**src/rtl/eth_tx_frame_arbiter.sv**
```systemverilog
// Packet-level round-robin arbiter sharing one MAC TX AXI-Stream byte port among N_PORTS frame sources.
// Optional runt padding to MIN_FRAME_LEN is compiled in when ETH_TX_ARB_PAD_EN is defined.
module eth_tx_frame_arbiter #(
    parameter int N_PORTS       = 2,
    parameter int GAP_CYCLES    = 2,
    parameter int MIN_FRAME_LEN = 60
) (
    input  logic                 CLK,
    input  logic                 RESET,
    input  logic [N_PORTS*8-1:0] S_AXIS_TDATA,
    input  logic [N_PORTS-1:0]   S_AXIS_TVALID,
    input  logic [N_PORTS-1:0]   S_AXIS_TLAST,
    output logic [N_PORTS-1:0]   S_AXIS_TREADY,
    output logic [7:0]           M_AXIS_TDATA,
    output logic                 M_AXIS_TVALID,
    output logic                 M_AXIS_TLAST,
    input  logic                 M_AXIS_TREADY,
    output logic [N_PORTS-1:0]   GRANT,
    output logic                 BUSY
);
    // Handshake: a beat transfers on a cycle where TVALID and TREADY are both high; a source
    // holding TVALID keeps TDATA/TLAST stable until that beat, and TVALID never depends on TREADY.
    localparam int PW = (N_PORTS > 1) ? $clog2(N_PORTS) : 1;
    localparam int GW = (GAP_CYCLES > 1) ? $clog2(GAP_CYCLES) : 1;
    localparam logic [GW-1:0] GAP_LAST = GW'((GAP_CYCLES > 0) ? GAP_CYCLES - 1 : 0);

`ifdef ETH_TX_ARB_PAD_EN
    typedef enum logic [1:0] {S_IDLE, S_DATA, S_GAP, S_PAD} state_t;
    localparam int CW = $clog2(MIN_FRAME_LEN + 1);
    localparam logic [CW-1:0] MIN_L   = CW'(MIN_FRAME_LEN);
    localparam logic [CW-1:0] CNT_MAX = '1;
    logic [CW-1:0] byte_cnt_q, byte_cnt_d, cnt_inc;
`else
    typedef enum logic [1:0] {S_IDLE, S_DATA, S_GAP} state_t;
`endif

    localparam state_t AFTER_FRAME = (GAP_CYCLES == 0) ? S_IDLE : S_GAP;

    state_t        state_q, state_d;
    logic [PW-1:0] grant_idx_q, grant_idx_d;
    logic [PW-1:0] ptr_q, ptr_d;
    logic [GW-1:0] gap_cnt_q, gap_cnt_d;
    logic [PW-1:0] arb_idx;
    logic          arb_found;
    logic [7:0]    g_data;
    logic          g_valid, g_last;

    assign g_data  = S_AXIS_TDATA[8*grant_idx_q +: 8];
    assign g_valid = S_AXIS_TVALID[grant_idx_q];
    assign g_last  = S_AXIS_TLAST[grant_idx_q];
    assign BUSY    = (state_q != S_IDLE);

    // Search starts one past the last frame's owner so every requester gets its turn.
    always_comb begin
        logic [PW-1:0] cand;
        cand      = '0;
        arb_found = 1'b0;
        arb_idx   = ptr_q;
        for (int k = 1; k <= N_PORTS; k++) begin
            cand = PW'((int'(ptr_q) + k) % N_PORTS);
            if (!arb_found && S_AXIS_TVALID[cand]) begin
                arb_found = 1'b1;
                arb_idx   = cand;
            end
        end
    end

    always_comb begin
        state_d       = state_q;
        grant_idx_d   = grant_idx_q;
        ptr_d         = ptr_q;
        gap_cnt_d     = gap_cnt_q;
        S_AXIS_TREADY = '0;
        M_AXIS_TDATA  = 8'h00;
        M_AXIS_TVALID = 1'b0;
        M_AXIS_TLAST  = 1'b0;
        GRANT         = '0;
`ifdef ETH_TX_ARB_PAD_EN
        byte_cnt_d = byte_cnt_q;
        cnt_inc    = (byte_cnt_q == CNT_MAX) ? byte_cnt_q : byte_cnt_q + CW'(1);
`endif
        case (state_q)
            S_IDLE: begin
`ifdef ETH_TX_ARB_PAD_EN
                byte_cnt_d = '0;
`endif
                if (arb_found) begin
                    grant_idx_d = arb_idx;
                    state_d     = S_DATA;
                end
            end
            S_DATA: begin
                GRANT[grant_idx_q]         = 1'b1;
                S_AXIS_TREADY[grant_idx_q] = M_AXIS_TREADY;
                M_AXIS_TDATA               = g_data;
                M_AXIS_TVALID              = g_valid;
                M_AXIS_TLAST               = g_valid & g_last;
                if (g_valid && M_AXIS_TREADY) begin
`ifdef ETH_TX_ARB_PAD_EN
                    byte_cnt_d = cnt_inc;
`endif
                    if (g_last) begin
                        ptr_d     = grant_idx_q;
                        gap_cnt_d = '0;
                        state_d   = AFTER_FRAME;
`ifdef ETH_TX_ARB_PAD_EN
                        // Runt: the source's last byte goes out unterminated and zeros follow.
                        if (cnt_inc < MIN_L) begin
                            M_AXIS_TLAST = 1'b0;
                            state_d      = S_PAD;
                        end
`endif
                    end
                end
            end
`ifdef ETH_TX_ARB_PAD_EN
            S_PAD: begin
                GRANT[grant_idx_q] = 1'b1;
                M_AXIS_TVALID      = 1'b1;
                M_AXIS_TLAST       = (cnt_inc >= MIN_L);
                if (M_AXIS_TREADY) begin
                    byte_cnt_d = cnt_inc;
                    if (cnt_inc >= MIN_L) begin
                        state_d = AFTER_FRAME;
                    end
                end
            end
`endif
            S_GAP: begin
                if (gap_cnt_q == GAP_LAST) begin
                    state_d = S_IDLE;
                end else begin
                    gap_cnt_d = gap_cnt_q + GW'(1);
                end
            end
            default: state_d = S_IDLE;
        endcase
    end

    always_ff @(posedge CLK) begin
        if (RESET) begin
            state_q     <= S_IDLE;
            grant_idx_q <= '0;
            ptr_q       <= PW'(N_PORTS - 1);
            gap_cnt_q   <= '0;
`ifdef ETH_TX_ARB_PAD_EN
            byte_cnt_q  <= '0;
`endif
        end else begin
            state_q     <= state_d;
            grant_idx_q <= grant_idx_d;
            ptr_q       <= ptr_d;
            gap_cnt_q   <= gap_cnt_d;
`ifdef ETH_TX_ARB_PAD_EN
            byte_cnt_q  <= byte_cnt_d;
`endif
        end
    end

endmodule

```
**config.mk**
```make
export PLATFORM = sky130hd
export DESIGN_NAME = eth_tx_frame_arbiter
export DESIGN_NICKNAME = d
export VERILOG_FILES = /design/src/rtl/eth_tx_frame_arbiter.sv
export SDC_FILE = /design/constraint.sdc
export NUM_CORES = 1
export LEC_CHECK = 0
export ABC_AREA = 1
export CORE_UTILIZATION = 28
export CTS_CLUSTER_SIZE = 16
export DETAILED_ROUTE_END_ITERATION = 10
export PLACE_DENSITY_LB_ADDON = 0.05
export SYNTH_ARGS = -nofsm -noshare
export SYNTH_HDL_FRONTEND = slang
export SYNTH_SLANG_ARGS = --single-unit
```
**constraint.sdc**
```tcl
create_clock -name CLK -period 1.3 [get_ports CLK]
set_clock_uncertainty 0.05 [all_clocks]
set_input_delay 0.195 -clock CLK [delete_from_list [all_inputs] [get_ports CLK]]
set_output_delay 0.195 -clock CLK [all_outputs]
set_load 0.005 [all_outputs]
```
# Yosys cells after proc, flatten, opt, wreduce, memory -nomap -nowiden
# Index checks and enable logic that the tools add are counted.
[classes]
addsub = 3
multipliers = 0
div_mod_pow = 0
magnitude_cmp = 4
eq_ne = 6
shift = 1
mux = 28
bitwise = 2
n_reduce_logical = 11
[ops]
columns = ["operator", "count"]
rows = [
  ["1-bit two-way mux", 18],
  ["16-bit by 5-bit variable part select with 8-bit output", 1],
  ["2-bit two-way mux", 6],
  ["8-bit two-way mux", 1],
  ["2-bit != test (second input constant)", 4],
  ["1-bit by 2-bit < comparator with 1-bit output (second input constant)", 3],
  ["2-bit case mux with 3 select lines", 1],
  ["3-bit AND reduction", 2],
  ["4-bit AND reduction", 1],
  ["2-bit nonzero test", 2],
  ["1-bit adder (second input constant)", 3],
  ["1-bit logical AND", 3],
  ["2-bit bitwise AND", 1],
  ["2-bit by 1-bit equality test with 1-bit output (second input constant)", 1],
  ["2-bit equality test (second input constant)", 1],
  ["2-bit logical NOT", 1],
  ["1-bit case mux with 2 select lines", 1],
  ["2-bit AND reduction", 1],
  ["1-bit bitwise AND", 1],
  ["1-bit demux with 1-bit select", 1],
  ["1-bit greater-or-equal comparator (second input constant)", 1],
  ["1-bit logical NOT", 1],
]
[word_totals]
register_bits = 5
latchBits = 0
ram_bits = 0
mem_bits_ro = 0
elab_cells = 59
mem_count = 0

# Longest topological paths before layout
[logic_depth]
word_depth = 9
depth_mapped = 7
depth_no_buf = 7

# Least setup slack after synthesis
# No wires, ideal clock.
[synth_path]
path_type = "reg2out"
from = "register state_q[0]"
to = "output port M_AXIS_TDATA[0]"
arrival_time_ps = 872
required_time_ps = 1055
slack_ps = 183
path_stages_with_launch = 6
n_path_buf = 0
cell_sequence = "dfxtp_1 -> inv_1 -> nor2_4 -> inv_2 -> nor2_4 -> a22o_1"
[synth_between]
elab_chain_len = 2
[synth_rtl]
columns = ["element", "line_no", "rtl"]
rows = [
  ["from (decl)", "39", "state_t state_q, state_d;"],
  ["from (signal assigned)", "150", "state_q <= state_d;"],
  ["2-bit by 1-bit equality test with 1-bit output", "82", "case (state_q)"],
  ["8-bit two-way mux", "82", ""],
  ["to (decl)", "14", "output logic [7:0] M_AXIS_TDATA,"],
]
# No other way between the ends.

# Worst setup path after layout
[layout_path]
from = "register state_q[0]"
to = "output port M_AXIS_TDATA[5]"
# Same word-level chain as after synthesis.

==> results.sh <==
export IMPL_via_count=694
export IMPL_path_max_fanout=3
export IMPL_gp_congestion=0.783
export IMPL_grt_max_degree=7
export IMPL_route_detailed_drc=0
export IMPL_cts_tree="yes"
export IMPL_post_synth_top_count_cell="nand2_1"
export IMPL_cts_htree_levels=1
export IMPL_dpl_cell_area_sq_um=875
export IMPL_fmax_mhz=606
export IMPL_hp_class="reg -> reg"
export IMPL_drv_cap=0
export IMPL_end_kind="primary output"
export IMPL_antenna_found_initial=0
export IMPL_io_buffers=37
export IMPL_rsz0062_at_grt="yes"
export IMPL_critPathRequiredTime_ps=1050
export IMPL_worstSetupStartpointType="flip-flop"
export IMPL_ys_top_cells_by_area="dfxtp_1 (25%), a22o_1 (18%), nand2_1 (13%)"
export IMPL_initial_core_util_pct=30.4
export IMPL_synth_top_cell_area_share_pct=25.3
export IMPL_fin_crit_ps=1650
export IMPL_finalSetupViolations=16
export IMPL_status="complete, but fails checks"
export IMPL_critical_path_class="reg -> out"
export IMPL_viasPerCell=4.82
export IMPL_ant_nets=0
export IMPL_worst_pin_slew_ps=275
export IMPL_grt_pass1_wl_mm=2.39
export IMPL_grt_usage_pct=22.4
export IMPL_syn_avg_cell_area_sq_um=6.48
export IMPL_violations="negative setup slack"
export IMPL_synth_main_ff_cell="dfxtp_1"
export IMPL_fp_dieW_microns=39.6
export IMPL_fin_area_sq_um=1040
export IMPL_rows=13
export IMPL_power_uw=791
export IMPL_synth_commonest_cells="nand2_1 (14), inv_1 (9), a22o_1 (8)"
export IMPL_clock_sinks=5
export IMPL_antenna_cells=0
export IMPL_io_pins=38
export IMPL_fin_ws_ps=-349
export IMPL_syn_to_final_growth_pct=162
export IMPL_cts_hold_buf=0
export IMPL_synth_cell_types=16
export IMPL_grt_pass1_vias=618
export IMPL_insertion_delay_ps=240
export IMPL_layout_nets=153
export IMPL_cts_inserted_buffers=3
export IMPL_wl_per_cell_microns=12.3
export IMPL_first_iter_violations=9
export IMPL_yosysSeqAreaShare_pct=25.3
export IMPL_fill_cells=96
export IMPL_worst_ir_drop_vdd_uv=655
export IMPL_ys_warn_count=0
export IMPL_drive_gt1_share_pct=48.8
export IMPL_period_share_pct=127
export IMPL_hpwlAfterDp_mm=1.05
export IMPL_synth_edf_count=0
export IMPL_yosysTopAreaCell="dfxtp_1"
export IMPL_cts_buffer_depth=2
export IMPL_post_route_util_pct=79.7
export IMPL_ys_async_sr_fraction_pct=0
export IMPL_synthCells=61
export IMPL_synth_area_sq_um=395
export IMPL_grt_ovfl_total=0
export IMPL_core_area_sq_um=1300
export IMPL_hold_ws_ps=406
export IMPL_hold_viol=0
export IMPL_p_per_area_nw_per_um2=762
export IMPL_die_h_microns=39.6
export IMPL_ys_seq_elements=5
export IMPL_setup_tns_final_ps=-3540
export IMPL_die_area_sq_um=1570
export IMPL_wl_mm=1.77
export IMPL_cts_clk_slew_worst_paths_ps=40
export IMPL_leakagePower_nw=0.518
export IMPL_root_buffer="clkbuf_4"
export IMPL_dr_pass1_iters=2
export IMPL_final_max_slew_viol_count=0
export IMPL_synth_fp_nets=84
export IMPL_arrival_ps=1400
export IMPL_slew_headroom_pct=81.5
placed cells by master (no fill, tap or decap), drive strengths merged:
master / netlist / routed
clkinvlp: 0 / 1
nor3: 2 / 2
nand3: 4 / 4
o21ai: 2 / 2
dfxtp: 5 / 5
a21oi: 3 / 3
a22o: 8 / 8
nor2: 8 / 9
clkdlybuf4s50: 0 / 23
buf: 0 / 39
clkbuf: 0 / 4
or2: 1 / 1
inv: 12 / 12
nand2: 16 / 16
kinds of logic after synthesis:
group / synth area share (%)
buffers and inverters: 11.4
AOI/OAI and AO/OA: 25.0
DFF: 25.3
and+or+nand+nor: 38.3
registers in the layout (all words and copies together) (netlist names):
register and count:
state_q 2, ptr_q 1, gap_cnt_q 1, grant_idx_q 1
path summary, 6_finish.rpt:
kind	from	endpoint	slack, ps	cells after the start
min	gap_cnt_q$_SDFFE_PP0P_	gap_cnt_q$_SDFFE_PP0P_	410	2
max reg2reg	state_q[0]$_SDFFE_PP0P_	ptr_q$_SDFFE_PP1P_	-10	9
max	state_q[0]$_SDFFE_PP0P_	M_AXIS_TDATA[5]	-350	8
min reg2reg	gap_cnt_q$_SDFFE_PP0P_	gap_cnt_q$_SDFFE_PP0P_	410	2
final cells by class:
type | count | area (sq um) | share of cell area (%)
timing repair inverter | 1 | 7.51 | 0.724
sequential | 5 | 104 | 10.0
clock buffer | 4 | 26.3 | 2.53
inverter | 12 | 52.6 | 5.07
tap | 15 | 18.8 | 1.81
timing repair buffer | 62 | 542 | 52.2
multi-input combinational | 45 | 287 | 27.6
critical path, stage by stage, from the launching register on:
cell and delay (ps):
dfxtp_2 330, inv_2 50, nor2_4 150, inv_4 70, nor2_4 110, buf_6 120, buf_6 80, a22o_1 130
buf_2 120
power breakdown:
group	total [mW]	internal, mW	switching, mW
Combinational	0.437	0.260	0.177
Sequential	0.174	0.166	0.00761
Clock	0.180	0.116	0.0640
Total	0.791	0.542	0.249
metal layers:
layer / up-vias / global-route usage (%) / share of wire (%)
met1: 320 / 20.3 / 32
li1: 339 / - / -
met5: - / 0 / 0
met2: 33 / 45.1 / 55
met4: 0 / 5.17 / 0.79
met3: 2 / 8.52 / 12
timing repair:
item / CTS / global route
setup endpoints to repair: 15 / 18
gates resized for setup: 77 / 7
buffers inserted: 12 / 3
pin swaps: 12 / 7
gates cloned: 2 / 0
per-stage QoR:
stage	instances	worst slack (ps)
after floorplan	61	183
final	144	-349
after detailed placement	125	-461
after global routing	144	-399
after global placement	125	-432
after CTS	142	-343
No activity file was read; power rests on OpenSTA's default activity.
